<file path="config.mk">
export PLATFORM = sky130hd
export DESIGN_NAME = vga_timing_gen
export DESIGN_NICKNAME = d
export VERILOG_FILES = /design/src/rtl/vga_timing_gen.sv
export SDC_FILE = /design/constraint.sdc
export NUM_CORES = 1
export LEC_CHECK = 0
export CORE_UTILIZATION = 43
export DETAILED_ROUTE_END_ITERATION = 10
export PLACE_DENSITY = 0.86
export SLEW_MARGIN = 20
export SYNTH_ARGS = -nofsm -noshare
export SYNTH_HDL_FRONTEND = slang
export SYNTH_SLANG_ARGS = --single-unit
</file>
<file path="constraint.sdc">
create_clock -name clock -period 2.95 [get_ports clock]
set_clock_uncertainty 0.1 [all_clocks]
set_input_delay 0.7375 -clock clock [delete_from_list [all_inputs] [get_ports clock]]
set_output_delay 0.7375 -clock clock [all_outputs]
set_load 0.1 [all_outputs]
</file>
<file path="src/rtl/vga_timing_gen.sv">
// vga_timing_gen: VGA raster timing generator with pipelined sync/blank alignment.
//
// Ports:
//   clock             pixel clock
//   reset             asynchronous, active-high reset
//   R_in/G_in/B_in    pixel colour from the renderers, valid PIPE-1 clocks after x,y
//   x, y              current pixel coordinate (straight from the counter registers)
//   video_on          (x,y) inside the visible area, aligned with x,y
//   frame_tick        one-clock pulse at (0,0), aligned with x,y
//   hsync, vsync      active-low syncs, delayed PIPE clocks relative to x,y
//   blank_n           active-low DAC blanking, delayed PIPE clocks relative to x,y
//   sync_n            composite sync, held high
//   R, G, B           registered colour to the DAC, zero outside the visible area
`timescale 1ns/1ps
module vga_timing_gen #(
   parameter int unsigned H_VISIBLE = 640,
   parameter int unsigned H_FRONT   = 16,
   parameter int unsigned H_SYNC    = 96,
   parameter int unsigned H_BACK    = 48,
   parameter int unsigned V_VISIBLE = 480,
   parameter int unsigned V_FRONT   = 10,
   parameter int unsigned V_SYNC    = 2,
   parameter int unsigned V_BACK    = 33,
   parameter int unsigned PIPE      = 2   // legal range 1..4
) (
   input  logic       clock,
   input  logic       reset,
   input  logic [9:0] R_in,
   input  logic [9:0] G_in,
   input  logic [9:0] B_in,
   output logic [9:0] x,
   output logic [9:0] y,
   output logic       video_on,
   output logic       frame_tick,
   output logic       hsync,
   output logic       vsync,
   output logic       blank_n,
   output logic       sync_n,
   output logic [9:0] R,
   output logic [9:0] G,
   output logic [9:0] B
);

   localparam int unsigned H_TOTAL = H_VISIBLE + H_FRONT + H_SYNC + H_BACK;
   localparam int unsigned V_TOTAL = V_VISIBLE + V_FRONT + V_SYNC + V_BACK;

   localparam logic [9:0] H_MAX      = 10'(H_TOTAL - 1);
   localparam logic [9:0] V_MAX      = 10'(V_TOTAL - 1);
   localparam logic [9:0] H_VIS      = 10'(H_VISIBLE);
   localparam logic [9:0] V_VIS      = 10'(V_VISIBLE);
   localparam logic [9:0] H_SYNC_BEG = 10'(H_VISIBLE + H_FRONT);
   localparam logic [9:0] H_SYNC_END = 10'(H_VISIBLE + H_FRONT + H_SYNC - 1);
   localparam logic [9:0] V_SYNC_BEG = 10'(V_VISIBLE + V_FRONT);
   localparam logic [9:0] V_SYNC_END = 10'(V_VISIBLE + V_FRONT + V_SYNC - 1);

   logic [9:0]      h_q, h_d;
   logic [9:0]      v_q, v_d;
   logic            hs_raw, vs_raw;
   logic [PIPE-1:0] hs_pipe_q, hs_pipe_d;
   logic [PIPE-1:0] vs_pipe_q, vs_pipe_d;
   logic [PIPE-1:0] vid_pipe_q, vid_pipe_d;
   logic            vid_gate;
   logic [9:0]      r_q, g_q, b_q;
   logic [9:0]      r_d, g_d, b_d;

   // Raster counters: v advances only on the clock where h wraps.
   always_comb begin
      h_d = h_q + 10'd1;
      v_d = v_q;
      if (h_q == H_MAX) begin
         h_d = '0;
         v_d = (v_q == V_MAX) ? '0 : v_q + 10'd1;
      end
   end

   always_comb begin
      video_on   = (h_q < H_VIS) && (v_q < V_VIS);
      frame_tick = (h_q == '0) && (v_q == '0);
      hs_raw     = !((h_q >= H_SYNC_BEG) && (h_q <= H_SYNC_END));
      vs_raw     = !((v_q >= V_SYNC_BEG) && (v_q <= V_SYNC_END));
   end

   // Alignment shift registers: stage 0 takes the raw value, the last stage drives the pins.
   always_comb begin
      hs_pipe_d     = hs_pipe_q;
      vs_pipe_d     = vs_pipe_q;
      vid_pipe_d    = vid_pipe_q;
      hs_pipe_d[0]  = hs_raw;
      vs_pipe_d[0]  = vs_raw;
      vid_pipe_d[0] = video_on;
      for (int i = PIPE - 1; i > 0; i--) begin
         hs_pipe_d[i]  = hs_pipe_q[i-1];
         vs_pipe_d[i]  = vs_pipe_q[i-1];
         vid_pipe_d[i] = vid_pipe_q[i-1];
      end
   end

   // Colour arrives PIPE-1 clocks after its coordinate, so it is gated by video_on
   // delayed by the same amount; the colour register adds the final clock.
   if (PIPE == 1) begin : g_gate_direct
      assign vid_gate = video_on;
   end else begin : g_gate_piped
      assign vid_gate = vid_pipe_q[PIPE-2];
   end

   always_comb begin
      r_d = vid_gate ? R_in : '0;
      g_d = vid_gate ? G_in : '0;
      b_d = vid_gate ? B_in : '0;
   end

   always_ff @(posedge clock or posedge reset) begin
      if (reset) begin
         h_q        <= '0;
         v_q        <= '0;
         hs_pipe_q  <= '1;
         vs_pipe_q  <= '1;
         vid_pipe_q <= '0;
         r_q        <= '0;
         g_q        <= '0;
         b_q        <= '0;
      end else begin
         h_q        <= h_d;
         v_q        <= v_d;
         hs_pipe_q  <= hs_pipe_d;
         vs_pipe_q  <= vs_pipe_d;
         vid_pipe_q <= vid_pipe_d;
         r_q        <= r_d;
         g_q        <= g_d;
         b_q        <= b_d;
      end
   end

   assign x       = h_q;
   assign y       = v_q;
   assign hsync   = hs_pipe_q[PIPE-1];
   assign vsync   = vs_pipe_q[PIPE-1];
   assign blank_n = vid_pipe_q[PIPE-1];
   assign sync_n  = 1'b1;
   assign R       = r_q;
   assign G       = g_q;
   assign B       = b_q;

endmodule

</file>
==> Yosys cells after proc, flatten, opt, wreduce, memory -nomap -nowiden <==
Cells that the tools add are included.
{ "totals": {"ff_bits": 56, "inputBits": 32, "output_inout_bits": 56} }
{ "classes": {"n_addsub": 2, "magnitude_cmp": 6, "n_eq_ne": 2, "n_mux": 5, "n_reduce_logical": 8} }
{ "op_table": {"columns": ["op", "count"], "rows": [
  ["10-bit two-way mux", 5],
  ["10-bit by 1-bit adder with 10-bit output, second input constant", 2],
  ["10-bit == test, second input constant", 2],
  ["10-bit logical NOT", 2],
  ["10-bit greater-or-equal comparator, second input constant", 1],
  ["10-bit by 9-bit greater-or-equal comparator with 1-bit output, second input constant", 1],
  ["10-bit less-or-equal comparator, second input constant", 1],
  ["10-bit by 9-bit less-or-equal comparator with 1-bit output, second input constant", 1],
  ["10-bit less-than comparator, second input constant", 1],
  ["10-bit by 9-bit less-than comparator with 1-bit output, second input constant", 1],
  ["1-bit logical AND", 4],
  ["1-bit logical NOT", 2]
]} }

==> Longest topological paths before layout <==
Gate-level depths: netlist (run 1).
{ "depth": {"word_depth": 3, "ltp_mapped": 6, "ltp_nobuf": 5} }

==> Worst setup path after synthesis (run 1) <==
OpenSTA, ideal clock, no wires.
{ "synth_timing": {"kind": "reg-to-output", "from": "reg h_q[4] (netlist: x[4])", "to": "out frame_tick", "arrival_ps": 4377, "required_ps": 2112, "setup_slack_ps": -2264, "stages_incl_launch_ff": 4, "path_buffers": 1, "cell_sequence": "dfrtp_1 buf_2 or4_1 nor4_1"} }
{ "synth_via": {"elab_chain_cells": 2} }
{ "synth_lines": {"columns": ["item", "line_no", "rtl"], "rows": [
  ["from (decl)", "56", "logic [9:0] h_q, h_d;"],
  ["from (signal assigned)", "114", "h_q <= '0;"],
  ["from (signal assigned)", "123", "h_q <= h_d;"],
  ["10-bit logical NOT", "78", "frame_tick = (h_q == '0) && (v_q == '0);"],
  ["1-bit logical AND", "78", null],
  ["to (decl)", "34", "output logic frame_tick,"]
]} }
No other way between the ends.

==> Worst setup path in the final report (run 1) <==
{ "layout_timing": {"from": "reg v_q[8] (netlist: y[8])", "to": "out frame_tick"} }
{ "layout_via": {"elab_chain_cells": 2} }
{ "layout_lines": {"columns": ["item", "line_no", "rtl"], "rows": [
  ["from (decl)", "57", "logic [9:0] v_q, v_d;"],
  ["from (signal assigned)", "124", "v_q <= v_d;"],
  ["10-bit logical NOT", "78", null],
  ["1-bit logical AND", "78", null]
]} }
No other way between the ends.

==> results of run 1 <==
[cell usage in the layout (no fill, tap or decap), types with 2 or more instances in the layout]
cell type,synthesis,final
nand2_1,10,10
xor2_1,4,4
xnor2_1,7,7
nor4_1,3,2
nor3_1,5,4
dfrtp_2,0,14
nand3_1,11,11
and4_1,2,2
or3_1,2,2
inv_1,6,5
dfrtp_1,52,38
o21ai_0,4,4
and3_1,3,3
clkdlybuf4s50_1,0,31
nor2_1,7,7
clkbuf_8,0,5
buf_12,0,3
a21oi_1,3,3
dfstp_2,4,4
or4_1,3,2
and2_1,33,33
nand4_1,6,6
ha_1,4,4
buf_4,1,54
[metal layers]
metal	share of wire (%)	track usage, %	up-vias
met1	42	24.7	821
li1	-	-	795
met4	1.7	7.26	0
met3	8.3	4.53	7
met2	48	32.5	85
met5	0	0	-
[cells by family after synthesis]
group | count (synthesis)
DFF | 56
and+or+nand+nor | 90
muxes | 1
other | 1
AOI/OAI and AO/OA | 9
xor gates and xnor gates | 11
buffers and inverters | 15
adders and majority gates | 4
[path summary, 6_finish.rpt]
kind	slack, ns	cells past startpoint	start	end
max reg2reg	0.59	4	x[5]	y[4]
min	0.26	0	hs_pipe_q[0]	hs_pipe_q[1]
min reg2reg	0.26	0	hs_pipe_q[0]	hs_pipe_q[1]
max	0.19	4	y[8]	frame_tick
max in group asynchronous	1.51	3	reset	R[8]
min in group asynchronous	0.70	2	reset	y[4]
[Yosys cell counts]
cell and number:
or3_1 2, and4b_1 1, buf_2 2, o211ai_1 1
dfstp_2 4, or4_1 3, nand4_1 6, or4b_1 1
inv_1 6, conb_1 1, and2_1 33, o21a_1 1
ha_1 4, and3_1 3, nand2_1 10, buf_6 1
nand4b_1 1, o21ai_0 4, xor2_1 4, a21oi_1 3
mux2i_1 1, nand3_1 11, xnor2_1 7, and4_1 2
nor2_1 7, dfrtp_1 52, clkbuf_1 5, nor4b_1 1
nor3_1 5, buf_4 1, nor4_1 3, or4b_4 1
[worst register-to-register path, cell delays in order, from the launching register on]
cell and delay, ns:
dfrtp_1 0.52, or4b_4 0.62, or3_1 0.48, or4b_1 0.53, nand2_1 0.07
[area by class of cell]
class	instances	area (sq um)
fill	394	1680
sequential	56	1420
timing repair buffer	88	776
multi-input combinational	116	769
tap	67	83.8
clock buffer	6	72.6
inverter	6	22.5
clock inverter	2	16.3
[state kept, by name, summed over array words and instances (netlist names)]
| name | flops |
|---|---|
| B | 10 |
| G | 10 |
| y | 10 |
| hs_pipe_q | 2 |
| R | 10 |
| vs_pipe_q | 2 |
| x | 10 |
| vid_pipe_q | 2 |
[power breakdown]
part	internal (mW)	switching, mW
clock	0.169	0.240
sequential	0.788	0.00595
combinational	0.0752	0.198
==> metrics, run 1 <==
largest vdd supply drop 0.234 mV; area of the die 5440 sq um; largest area contributor in the synthesized netlist dfrtp_1; number of violations reported at the end of detailed-routing iteration 0 82; critical path launch point type flip-flop; via count 1708; critical path type reg -> out; clock root cell clkbuf_8; number of nets in the final layout 309; WL/cell 14.8 um; Cell variety after synth 32; kind of path behind the tightest hold check reg -> reg; Post-Synthesis Cells 187; row count 25; Mapped Area 2220 sq um; multiplexer share of the synthesized area 0.452%; count of max-cap constraint violations 0; relative area change from synthesis to final layout 42.8%; later-pin clock latency in the skew report 0.30 ns; syn_nets 223; height of the die 73.8 um; number of detailed-routing iterations run before antenna repair 4; Yosys Warn Count 0; Pleak 1.40 nW; result of the run finished, final reports clean; compound-cell area share of the yosys netlist 2.26%; Data arrival, critical path 1.92 ns; Critical Path, Cell by Cell nor4_1 > nand4_1 > nor4_4 > buf_12; worst path setup slack after routing 0.194 ns; maximum clock frequency 0.363 GHz; ratio of cells with drive above 1 in the final layout 31.8%; RSZ-0062 raised after global routing no; post-route ant nets 0; routability-driven placement congestion ratio 0.818; final setup violation count 0; count of placed standard cells including taps 333; number of buffers created by CTS 5; largest family of logic cells by synthesized area simple AND/OR/NAND/NOR gates; average vias per placed instance 5.01; final hold violation count 0; largest net degree at the start of global routing 32; effective utilization at floorplan 45.7%; # clock sinks 56; CP endpoint kind output port; overall overflow remaining after global route 0; number of buffer and inverter stages on the critical path 1; Setup Buffers After CTS 0; average size of a mapped cell 11.8 sq um; placed cell area 3080 sq um; Req. time, crit path 2.11 ns; simple-gate share of the synthesized area 23.9%; final wirelength 5.04 mm; H-tree lvl count 2; area of the core 4850 sq um; # DRC 0; antenna diode count 0; Die W 73.8 um; portion of synthesized cell area occupied by the leading cell type 58.7%; Port Buf Inserts 86; global-route wire length before repair 7.89 mm; number of antenna violations at the first check in global routing 0; post-layout util 65.3%; worst slack on hold paths 0.258 ns; minimum period implied by the final worst setup slack 2.76 ns; total power consumption of the routed design 1.48 mW; clock transition at the register clock pins on the worst setup and hold paths after CTS 0.09 ns; CTS tree done; PwrDens 467 nW/um^2; adder-cell area share of the yosys netlist 2.26%; synth top area cells dfrtp_1 (59%), and2_1 (9.3%), dfstp_2 (4.7%); max-slew violation count 0; number of top-level design ports 88; kind of cell with the highest combined delay on the critical path simple AND/OR/NAND/NOR gates; Max-Slew Margin vs Limit 54.0%; post-synthesis sequential area ratio 63.5%; number of instances resized during post-cts repair 0; flip-flop and latch count after synthesis 56; estimated wirelength of the detail-placed design 3.71 mm; part of the cycle the worst path needs 93.4%; measured slew at the worst slew-check pin 0.684 ns; number of non-filler instances in the completed layout 341; CTS Buffer Depth 2; biggest cell delay along the critical path 0.44 ns; number of hold buffers added after cts 0; combined global-route utilization of all metal layers 19.5%; post-synthesis share of cell area spent on xor and xnor gates 4.35%; master of the slowest instance on the critical path dfrtp_2; largest driver fanout on the critical path 5; post-placement worst setup slack 0.512 ns; setup TNS 0 ns; via count of the first global-routing pass 1595; final cell area excluding filler cells 3160 sq um
No activity file was read; power rests on OpenSTA's default activity.
==> run 2, diff against run 1 <==
--- a/config.mk
+++ b/config.mk
@@ -8,6 +8,7 @@
 export CORE_UTILIZATION = 43
 export DETAILED_ROUTE_END_ITERATION = 10
 export PLACE_DENSITY = 0.86
+export SKIP_CTS_REPAIR_TIMING = 1
 export SLEW_MARGIN = 20
 export SYNTH_ARGS = -nofsm -noshare
 export SYNTH_HDL_FRONTEND = slang
==> results of run 2 <==
Same layout as run 1: the final DEF is identical, and so are final timing and power.
==> run 3, diff against run 2 <==
--- a/config.mk
+++ b/config.mk
@@ -7,7 +7,7 @@
 export LEC_CHECK = 0
 export CORE_UTILIZATION = 43
 export DETAILED_ROUTE_END_ITERATION = 10
-export PLACE_DENSITY = 0.86
+export PLACE_DENSITY_LB_ADDON = 0.2
 export SKIP_CTS_REPAIR_TIMING = 1
 export SLEW_MARGIN = 20
 export SYNTH_ARGS = -nofsm -noshare
==> metrics, run 3 (synthesis gave the netlist of run 1 again) <==
result of the run finished, final reports clean (unchanged); final wirelength 4.61 mm (was 5.04 mm); critical path launch point type flip-flop (unchanged); share of power burned in registers 50.1% (was 53.8%); overall overflow remaining after global route 0 (unchanged); Max-Slew Margin vs Limit 55.2% (was 54.0%); largest net degree at the start of global routing 39 (was 32); area of the die 5440 sq um (unchanged); routability-driven placement congestion ratio 0.747 (was 0.818); clock share of power 32.7% (was 27.7%); kind of cell with the highest combined delay on the critical path simple AND/OR/NAND/NOR gates (unchanged); CTS Buffer Depth 2 (unchanged); antenna diode count 0 (unchanged); number of non-filler instances in the completed layout 341 (unchanged); number of violations reported at the end of detailed-routing iteration 0 72 (was 82); RSZ-0062 raised after global routing no (unchanged); biggest cell delay along the critical path 0.56 ns (was 0.44 ns); Die W 73.8 um (unchanged); Port Buf Inserts 86 (unchanged); WL/cell 13.5 um (was 14.8 um); effective utilization at floorplan 45.7% (unchanged); average vias per placed instance 4.85 (was 5.01); combined global-route utilization of all metal layers 18.3% (was 19.5%); filler cell count in the final layout 384 (was 394); post-route ant nets 0 (unchanged); # DRC 0 (unchanged); area of the core 4850 sq um (unchanged); number of nets in the final layout 309 (unchanged); max-slew violation count 0 (unchanged); PwrDens 495 nW/um^2 (was 467 nW/um^2); CTS tree done (unchanged); final hold violation count 0 (unchanged); CP endpoint kind output port (unchanged); largest driver fanout on the critical path 9 (was 5); count of placed standard cells including taps 333 (unchanged); number of detailed-routing iterations run before antenna repair 4 (unchanged); ratio of cells with drive above 1 in the final layout 32.1% (was 31.8%); master of the slowest instance on the critical path or4_4 (was dfrtp_2); estimated wirelength of the detail-placed design 3.36 mm (was 3.71 mm); maximum clock frequency 0.366 GHz (was 0.363 GHz); measured slew at the worst slew-check pin 0.672 ns (was 0.684 ns); kind of path behind the tightest hold check reg -> reg (unchanged); number of top-level design ports 88 (unchanged); final setup violation count 0 (unchanged); number of buffer and inverter stages on the critical path 1 (unchanged); later-pin clock latency in the skew report 0.30 ns (about the same); Internal 1.14 mW (was 1.03 mW); critical path type reg -> out (unchanged); commonest non-fill, non-tap cells in the layout buf_4 (54), dfrtp_1 (38), and2_1 (33) (unchanged); H-tree lvl count 2 (unchanged); clock transition at the register clock pins on the worst setup and hold paths after CTS 0.09 ns (about the same); total power consumption of the routed design 1.58 mW (was 1.48 mW); row count 25 (unchanged); fraction of power spent switching nets 27.9% (was 30.1%); most frequent standard cell in the layout excluding fill and tap cells buf_4 (unchanged); minimum period implied by the final worst setup slack 2.73 ns (was 2.76 ns); Critical Path, Cell by Cell or4_4 > nor4_4 > buf_12 (was nor4_1 > nand4_1 > nor4_4 > buf_12); via count of the first global-routing pass 1483 (was 1595); clock root cell clkbuf_8 (unchanged); largest vdd supply drop 0.333 mV (was 0.234 mV); part of the cycle the worst path needs 92.6% (was 93.4%); number of antenna violations at the first check in global routing 0 (unchanged); relative area change from synthesis to final layout 44.3% (was 42.8%); via count 1654 (was 1708); Data arrival, critical path 1.89 ns (was 1.92 ns); global-route wire length before repair 7.33 mm (was 7.89 mm); Pleak 1.42 nW (was 1.40 nW); power spent charging and discharging nets 0.441 mW (was 0.444 mW); post-layout util 65.9% (was 65.3%); Comb pwr share 17.1% (was 18.5%); # clock sinks 56 (unchanged); Req. time, crit path 2.11 ns (about the same); height of the die 73.8 um (unchanged); count of max-cap constraint violations 0 (unchanged); number of buffers created by CTS 5 (unchanged)
-- run 3: changes by cell type in the layout (fill, tap and decap cells not counted), sizes merged --
cell	change
bufinv	+1
clkinvlp	-1
-- run 3: worst paths after layout --
kind	to	start	slack, ns	depth (start not counted)
max in group asynchronous	vs_pipe_q[1]	reset	1.52	3
hold / removal	vs_pipe_q[1]	vs_pipe_q[0]	0.26	0
min in group asynchronous	R[3]	reset	0.65	2
setup / recovery	frame_tick	x[8]	0.22	3
setup reg to reg	y[4]	x[5]	0.60	4
hold reg to reg	vs_pipe_q[1]	vs_pipe_q[0]	0.26	0
-- run 3: cell type report --
class | instances | area [sq um] | area share (%)
clock inverters | 2 | 38.8 | 1.21
repair buffers | 88 | 776 | 24.3
multi-input cells | 116 | 769 | 24.1
inverters | 6 | 22.5 | 0.705
well taps | 67 | 83.8 | 2.62
flip-flops and latches | 56 | 1420 | 44.5
clock buffers | 6 | 82.6 | 2.58
-- run 3: power groups by stage --
stage / logic [mW] / clock network (mW) / registers (mW)
detailed placement: 0.273 / 0 / 0.808
global route: 0.282 / 0.559 / 0.795
CTS: 0.274 / 0.535 / 0.793
global placement: 0.271 / 0 / 0.808
finish: 0.271 / 0.518 / 0.793
floorplan: 0.0316 / 0 / 0.965
-- run 3: layer usage --
layer  wire length, um  global-route usage (%)  up-vias
li1                  -                       -      793
met1              2090                    24.5      787
met2              2080                    27.5       67
met3               355                    6.04        7
met4                84                    7.05        0
met5                 0                       0        -
-- run 3: through the flow --
step	hold WS, ns	setup WS (ns)	TNS (ns)	instance area, sq um
6_report	0.261	0.219	0	3200
3_5_place_dp	0.247	0.532	0	3080
2_1_floorplan	0.245	-0.240	-0.240	2270
4_1_cts	0.261	0.182	0	3200
3_3_place_gp	0.246	0.497	0	3080
5_1_grt	0.264	0.0368	0	3200
